$ cat config.mk
export PLATFORM = sky130hd
export DESIGN_NAME = countdown_timer
export DESIGN_NICKNAME = d
export VERILOG_FILES = /design/src/rtl/timer_pkg.sv /design/src/rtl/countdown_timer_tick_gen.sv /design/src/rtl/countdown_timer.sv
export SDC_FILE = /design/constraint.sdc
export NUM_CORES = 1
export LEC_CHECK = 0
export BUFFER_PORTS_ARGS = -buffer_cell sky130_fd_sc_hd__buf_2
export CAP_MARGIN = 20
export CORE_MARGIN = 3
export CORE_UTILIZATION = 35
export CTS_BUF_LIST = sky130_fd_sc_hd__clkbuf_8
export DETAILED_ROUTE_END_ITERATION = 8
export GPL_ROUTABILITY_DRIVEN = 0
export PLACE_DENSITY = 0.68
export SETUP_SLACK_MARGIN = 0.05
export SLEW_MARGIN = 10
export SYNTH_ARGS = -nofsm -noshare
export SYNTH_HDL_FRONTEND = slang
export SYNTH_SLANG_ARGS = --single-unit
$ cat constraint.sdc
create_clock -name clk -period 2.6 [get_ports clk]
set_clock_uncertainty 0.1 [all_clocks]
set_input_delay 0.65 -clock clk [delete_from_list [all_inputs] [get_ports clk]]
set_output_delay 0.65 -clock clk [all_outputs]
set_load 0.01 [all_outputs]
$ cat src/rtl/timer_pkg.sv
// Shared definitions for the timing/sequencing counters.
package timer_pkg;

    localparam int unsigned TIMER_WIDTH = 4;

    typedef enum logic [1:0] {
        ST_IDLE = 2'd0,
        ST_RUN  = 2'd1,
        ST_DONE = 2'd2
    } timer_state_t;

endpackage

$ cat src/rtl/countdown_timer_tick_gen.sv
// Prescaler: emits one enable tick every PRESCALE enabled cycles.
module tick_gen #(
    parameter int unsigned PRESCALE = 1
) (
    input  logic clk,
    input  logic reset,
    input  logic en,
    input  logic clr,
    output logic tick
);

    localparam int unsigned CW = (PRESCALE > 1) ? $clog2(PRESCALE) : 1;
    localparam logic [CW-1:0] LAST = CW'(PRESCALE - 1);

    logic [CW-1:0] r_prescale_cnt;
    logic          w_at_last;

    assign w_at_last = (r_prescale_cnt == LAST);
    assign tick      = en && w_at_last;

    // Count enabled cycles, wrapping on the last one; clr restarts the interval.
    always_ff @(posedge clk or posedge reset) begin
        if (reset) begin
            r_prescale_cnt <= '0;
        end else if (clr) begin
            r_prescale_cnt <= '0;
        end else if (en) begin
            r_prescale_cnt <= w_at_last ? '0 : r_prescale_cnt + CW'(1);
        end
    end

endmodule

$ cat src/rtl/countdown_timer.sv
// Loadable down-counter with start/done handshake and optional auto-reload.
module countdown_timer
    import timer_pkg::*;
#(
    parameter int unsigned WIDTH    = TIMER_WIDTH,
    parameter int unsigned PRESCALE = 1
) (
    input  logic             clk,
    input  logic             reset,
    input  logic             load,
    input  logic [WIDTH-1:0] data,
    input  logic             start,
    input  logic             pause,
    input  logic             auto_reload,
    output logic [WIDTH-1:0] count,
    output logic             busy,
    output logic             done,
    output logic             zero
);

    timer_state_t     r_state;
    timer_state_t     w_state_nxt;
    logic [WIDTH-1:0] r_count;
    logic [WIDTH-1:0] w_count_nxt;
    logic [WIDTH-1:0] r_reload;
    logic [WIDTH-1:0] w_reload_nxt;
    logic             r_busy;
    logic             r_done;
    logic             r_zero;
    logic             w_tick;
    logic             w_tick_en;
    logic             w_tick_clr;

    // Prescaler only runs in RUN; held at zero otherwise so every run starts a fresh interval.
    assign w_tick_en  = (r_state == ST_RUN) && !pause;
    assign w_tick_clr = load || (r_state != ST_RUN);

    tick_gen #(
        .PRESCALE(PRESCALE)
    ) u_tick_gen (
        .clk  (clk),
        .reset(reset),
        .en   (w_tick_en),
        .clr  (w_tick_clr),
        .tick (w_tick)
    );

    // Next-state and datapath decode; load overrides everything else.
    always_comb begin
        w_state_nxt  = r_state;
        w_count_nxt  = r_count;
        w_reload_nxt = r_reload;
        if (load) begin
            w_count_nxt  = data;
            w_reload_nxt = data;
            w_state_nxt  = ST_IDLE;
        end else begin
            case (r_state)
                ST_IDLE: begin
                    if (start) begin
                        w_state_nxt = (r_count != '0) ? ST_RUN : ST_DONE;
                    end
                end
                ST_RUN: begin
                    if (w_tick && (r_count != '0)) begin
                        w_count_nxt = r_count - WIDTH'(1);
                        if (r_count == WIDTH'(1)) begin
                            w_state_nxt = ST_DONE;
                        end
                    end
                end
                ST_DONE: begin
                    if (auto_reload && (r_reload != '0)) begin
                        w_count_nxt = r_reload;
                        w_state_nxt = ST_RUN;
                    end else begin
                        w_count_nxt = '0;
                        w_state_nxt = ST_IDLE;
                    end
                end
                default: begin
                    w_count_nxt = '0;
                    w_state_nxt = ST_IDLE;
                end
            endcase
        end
    end

    // State, counters and registered status flags.
    always_ff @(posedge clk or posedge reset) begin
        if (reset) begin
            r_state  <= ST_IDLE;
            r_count  <= '0;
            r_reload <= '0;
            r_busy   <= 1'b0;
            r_done   <= 1'b0;
            r_zero   <= 1'b1;
        end else begin
            r_state  <= w_state_nxt;
            r_count  <= w_count_nxt;
            r_reload <= w_reload_nxt;
            r_busy   <= (w_state_nxt == ST_RUN);
            r_done   <= (w_state_nxt == ST_DONE);
            r_zero   <= (w_count_nxt == '0);
        end
    end

    assign count = r_count;
    assign busy  = r_busy;
    assign done  = r_done;
    assign zero  = r_zero;

endmodule

# Yosys cells after proc, flatten, opt, wreduce, memory -nomap -nowiden
# Index checks and enable logic that the tools add are counted.
[totals] ff_bits=14 output_inout_bits=7 elab_cells=41
[op_classes] n_addsub=2 n_eq_ne=6 n_reduce_logical=11 bitwise_logic=1 muxes=14
[ops] op="4-bit two-way mux" count=3
[ops] op="4-bit one-hot mux with 3 select lines" count=1
[ops] op="2-bit two-way mux" count=5
[ops] op="4-bit nonzero test" count=2
[ops] op="2-bit one-hot mux with 3 select lines" count=1
[ops] op="2-bit by 1-bit equality test with 1-bit output, second input constant" count=2
[ops] op="2-bit equality test, second input constant" count=2
[ops] op="4-bit by 1-bit equality test with 1-bit output, second input constant" count=1
[ops] op="1-bit logical AND" count=4
[ops] op="4-bit logical NOT" count=1
[ops] op="1-bit two-way mux" count=4
[ops] op="4-bit by 1-bit subtractor with 4-bit output, second input constant" count=1
[ops] op="2-bit logical NOT" count=1
[ops] op="2-bit by 1-bit inequality test with 1-bit output, second input constant" count=1
[ops] op="2-bit nonzero test" count=1
[ops] op="1-bit adder, second input constant" count=1
[ops] op="1-bit logical NOT" count=1
[ops] op="1-bit logical OR" count=1
[ops] op="1-bit inverter" count=1

# Logic depth before layout (Yosys ltp)
[depth] word_depth=8 ltp_mapped=7 mapped_depth_nobuf=7

# Modules after synthesis
# From an unflattened synthesis, not the netlist that was laid out.
[hier_totals] hier_cells=71 area_unflattened_um2=802.0
[modules_own_cells] module="countdown_timer" area_per_inst_um2=794.5 cells_per_inst=70 n_inst=1
[modules_own_cells] module="tick_gen" area_per_inst_um2=7.5 cells_per_inst=1 n_inst=1

# Worst setup path after synthesis
# OpenSTA, ideal clock, no wires.
[synth_timing] path_kind="reg2reg" from="register r_count[0] (netlist: count[0])" to="register r_busy (netlist: busy)" t_arrival_ns=2.020 n_path_buf=0 path_stages_with_launch=8 setup_slack_ns=0.347 synth_period_minus_slack_ns=2.253 setup_time_ns=0.133 path_cell_list="dfrtp_1 -> inv_1 -> ha_1 -> nor3b_1 -> or3b_4 -> or4b_4 -> a2bb2oi_1 -> nor2_1"
[synth_between] elab_chain_len=6
[synth_rtl] item="start: declaration" line_no="countdown_timer.sv:23" rtl="logic [WIDTH-1:0] r_count;"
[synth_rtl] item="start signal: assignment" line_no="countdown_timer.sv:100" rtl="r_count <= w_count_nxt;"
[synth_rtl] item="4-bit by 1-bit equality test with 1-bit output or 4-bit nonzero test (tied branches)" line_no="countdown_timer.sv:67, countdown_timer.sv:61, countdown_timer.sv:65"
[synth_rtl] item="2-bit two-way mux (tied with other cells)" line_no="countdown_timer.sv:67" rtl="if (r_count == WIDTH'(1)) begin"
[synth_rtl] item="2-bit two-way mux, on equally long branches" line_no="countdown_timer.sv:65, countdown_timer.sv:60"
[synth_rtl] item="2-bit one-hot mux with 3 select lines (*)" line_no="countdown_timer.sv:58" rtl="case (r_state)"
[synth_rtl] item="2-bit two-way mux (*)" line_no="countdown_timer.sv:53" rtl="if (load) begin"
[synth_rtl] item="2-bit by 1-bit equality test with 1-bit output (*)" line_no="countdown_timer.sv:102" rtl="r_busy <= (w_state_nxt == ST_RUN);"
[synth_rtl] item="end signal: assignment" line_no="countdown_timer.sv:102"
[synth_rtl] item="end: declaration" line_no="countdown_timer.sv:27" rtl="logic r_busy;"
# Mark *: on every way between the ends. The rest lies on a longest branch, timed or not.
# A chain may end at the register's enable or synchronous reset.

# Worst setup path after layout
[layout_timing] from="register r_count[0] (netlist: count[0])" to="register r_state[0]"
[layout_between] elab_chain_len=5
[layout_rtl] item="4-bit by 1-bit equality test with 1-bit output or 4-bit nonzero test (tied branches)" line_no="countdown_timer.sv:67, countdown_timer.sv:61, countdown_timer.sv:65"
[layout_rtl] item="2-bit two-way mux (tied with other cells)" line_no="countdown_timer.sv:67"
[layout_rtl] item="2-bit two-way mux, on equally long branches" line_no="countdown_timer.sv:65, countdown_timer.sv:60"
[layout_rtl] item="2-bit one-hot mux with 3 select lines (*)" line_no="countdown_timer.sv:58"
[layout_rtl] item="2-bit two-way mux (*)" line_no="countdown_timer.sv:53"
[layout_rtl] item="net w_state_nxt[0]" line_no="countdown_timer.sv:22" rtl="timer_state_t w_state_nxt;"
[layout_rtl] item="end signal: assignment" line_no="countdown_timer.sv:99" rtl="r_state <= w_state_nxt;"
[layout_rtl] item="end: declaration" line_no="countdown_timer.sv:21" rtl="timer_state_t r_state;"
# The timed path passes the listed nets; every way through them passes the cells marked *.

==> reports/results.ini <==
[clock_tree]
clk_pin_slew_worst_paths_ns = 0.05
numCtsBuffers = 3
clk_latency_ns = 0.24
cts_tree = done
cts_setup_buffers = 0
hold_buffers = 0
cts_sinks = 13
cts_root_buffer = clkbuf_8
htreeDepth = 1
clock_path_buffers = 2
cts_resized = 0

[floorplan]
die_h_um = 50.1
fp-row-count = 15
die_area_um2 = 2510
coreArea_um2 = 1780
chipWidth_um = 50.1
io_pins = 17
initial_core_util_pct = 38.2

[critical_path]
r2r_setup_slack_ns = 0.33
r2r-start = count[0]$_DFF_PP0_
crit_required_ns = 2.62
reg2reg_depth = 7
critPathLaunchType = register
end_kind = register
path_max_fanout = 4
rr_endpoint = r_state[0]$_DFF_PP0_
arrival_ns = 2.29
path_class = register to register

[drt]
vias = 536
wl_mm = 1.31
viasPerCell = 4.92
postRouteAntennaNets = 0
drtIter0Drc = 17
wl_per_cell_um = 12.0
dr.pass1.iters = 4
remaining_drc_errors = 0

[pwr]
powerDensity_nw_per_um2 = 626
total_leakage_power_nw = 0.397
power_mw = 0.522
ir_worst_vdd_mv = 0.372

[timing]
worst_pin_slew_ns = 0.482
hold_viol_final = 0
rsz0062_at_grt = false
fin_ws_ns = 0.326
setup_violations = 0
period_share_pct = 87.4
setup_tns_ns = 0
slew_viol_final = 0
period_needed_ns = 2.27
clock.fmax_ghz = 0.440
relSlewSlack_pct = 67.8
worst_hold_slack_ns = 0.321

[yosys]
synth.most_common_cell = dfrtp_1
synth_edf_count = 0
synth.largest_area_cell = dfrtp_1
synthTopCellsByArea = dfrtp_1 44%, ha_1 5.5%, mux2_2 5.0%
async_flop_share_pct = 100
synth_seq_cells = 13
synth_top_area_share_pct = 44.0
yosys_warnings = 0
synthXorXnorAreaFrac_pct = 1.28
synth-adder-area-share_pct = 5.50
syn_inst = 65
synth_compound_area_share_pct = 14.1
synth_top_family_by_area = simple AND/OR/NAND/NOR gates
avgSynthCellArea_um2 = 10.5
synth-simple-area-share_pct = 20.0
ys.flop_type = dfrtp_1
synth.cell_area_um2 = 682
yosys-top-cells-count = 12 x dfrtp_1, 5 x inv_1, 5 x nor2_1
ys_seq_area_share_pct = 47.9
synthMuxAreaShare_pct = 7.89
synth_cell_types = 27
syn_nets = 78

[min_path]
hp-class = input port to asynchronous set/reset pin

[cells_and_area]
synthToLayoutAreaGrowth_pct = 22.4
layout.nets = 98
drive_gt1_share_pct = 33.3
n_antenna_cell = 0
fin_util_pct = 46.8

[placement]
portBuffers = 16
place_ws_ns = 0.320
place_hpwl_mm = 1.06

[global_routing]
grt_pass1_wl_mm = 2.22
grt_max_degree = 15
grt_usage_pct = 12.0
grt_remaining_overflow = 0
grt_pass1_vias = 510
antenna_found_initial = 0

[run]
cap_viol_max_count = 0

[outcome]
status = finished clean

[critical path, cell delays in order, from the launching register on]
cell       delay (ns)
dfrtp_1          0.38
inv_1            0.10
ha_1             0.22
nor3b_1          0.16
or3b_4           0.40
or4b_4           0.54
a2bb2oi_1        0.19
nor2_1           0.06
[flip-flops by register name, summed over array words and instances, names as in the netlist]
name	count
busy	1
count	4
done	1
r_reload	4
r_state	2
zero	1
[layer usage]
metal | up-vias | wire [um] | track usage, %
met5 | - | 0 | 0
met4 | 0 | 26 | 8.29
met3 | 4 | 66 | 1.78
met2 | 15 | 577 | 17.6
met1 | 247 | 638 | 16.1
li1 | 270 | - | -
[report_power, final]
group,internal [mW],total [mW],leakage (nW),switching (mW)
logic,0.0524,0.109,0.211,0.0564
registers,0.225,0.245,0.159,0.0202
clock network,0.104,0.168,0.0269,0.0644
[worst max path at each step]
stage / slack (ns) / startpoint / to / cells after the start
after floorplan: 0.35 / count[0]$_DFF_PP0_ / busy$_DFF_PP0_ / 7
after global placement: 0.36 / count[0]$_DFF_PP0_ / r_state[0]$_DFF_PP0_ / 7
after detailed placement: 0.32 / count[0]$_DFF_PP0_ / r_state[0]$_DFF_PP0_ / 7
after CTS: 0.31 / count[0]$_DFF_PP0_ / r_state[0]$_DFF_PP0_ / 7
after global routing: 0.21 / count[0]$_DFF_PP0_ / r_state[0]$_DFF_PP0_ / 7
final: 0.33 / count[0]$_DFF_PP0_ / r_state[0]$_DFF_PP0_ / 7
[metrics by stage]
stage	instances	cell area, um2
after detailed placement	105	790
after floorplan	65	682
after CTS	109	835
final	109	835
after global routing	109	835
after global placement	105	790
[kinds of logic (layout without fill, tap and decap cells)]
family / after synthesis / count (layout)
muxes: 5 / 5
AOI/OAI and AO/OA: 15 / 15
adders and majority gates: 3 / 3
and+or+nand+nor: 22 / 22
xor gates and xnor gates: 1 / 1
buffers and inverters: 6 / 25
DFF: 13 / 13
[layout by cell type, fill, tap and decap left out, types with 4 or more instances in the layout]
cell	instances
dfrtp_1	12
nor2_1	5
o21ai_0	4
inv_1	6
buf_2	16
[area by class of cell]
| class | count | area [um2] |
|---|---|---|
| clock buffer | 3 | 41.3 |
| clock inverter | 1 | 3.75 |
| tap | 25 | 31.3 |
| inverter | 5 | 18.8 |
| sequential | 13 | 327 |
| timing repair buffer | 16 | 80.1 |
| multi-input combinational | 46 | 333 |
| fill | 170 | 948 |
(Power assumes the default switching activity.)
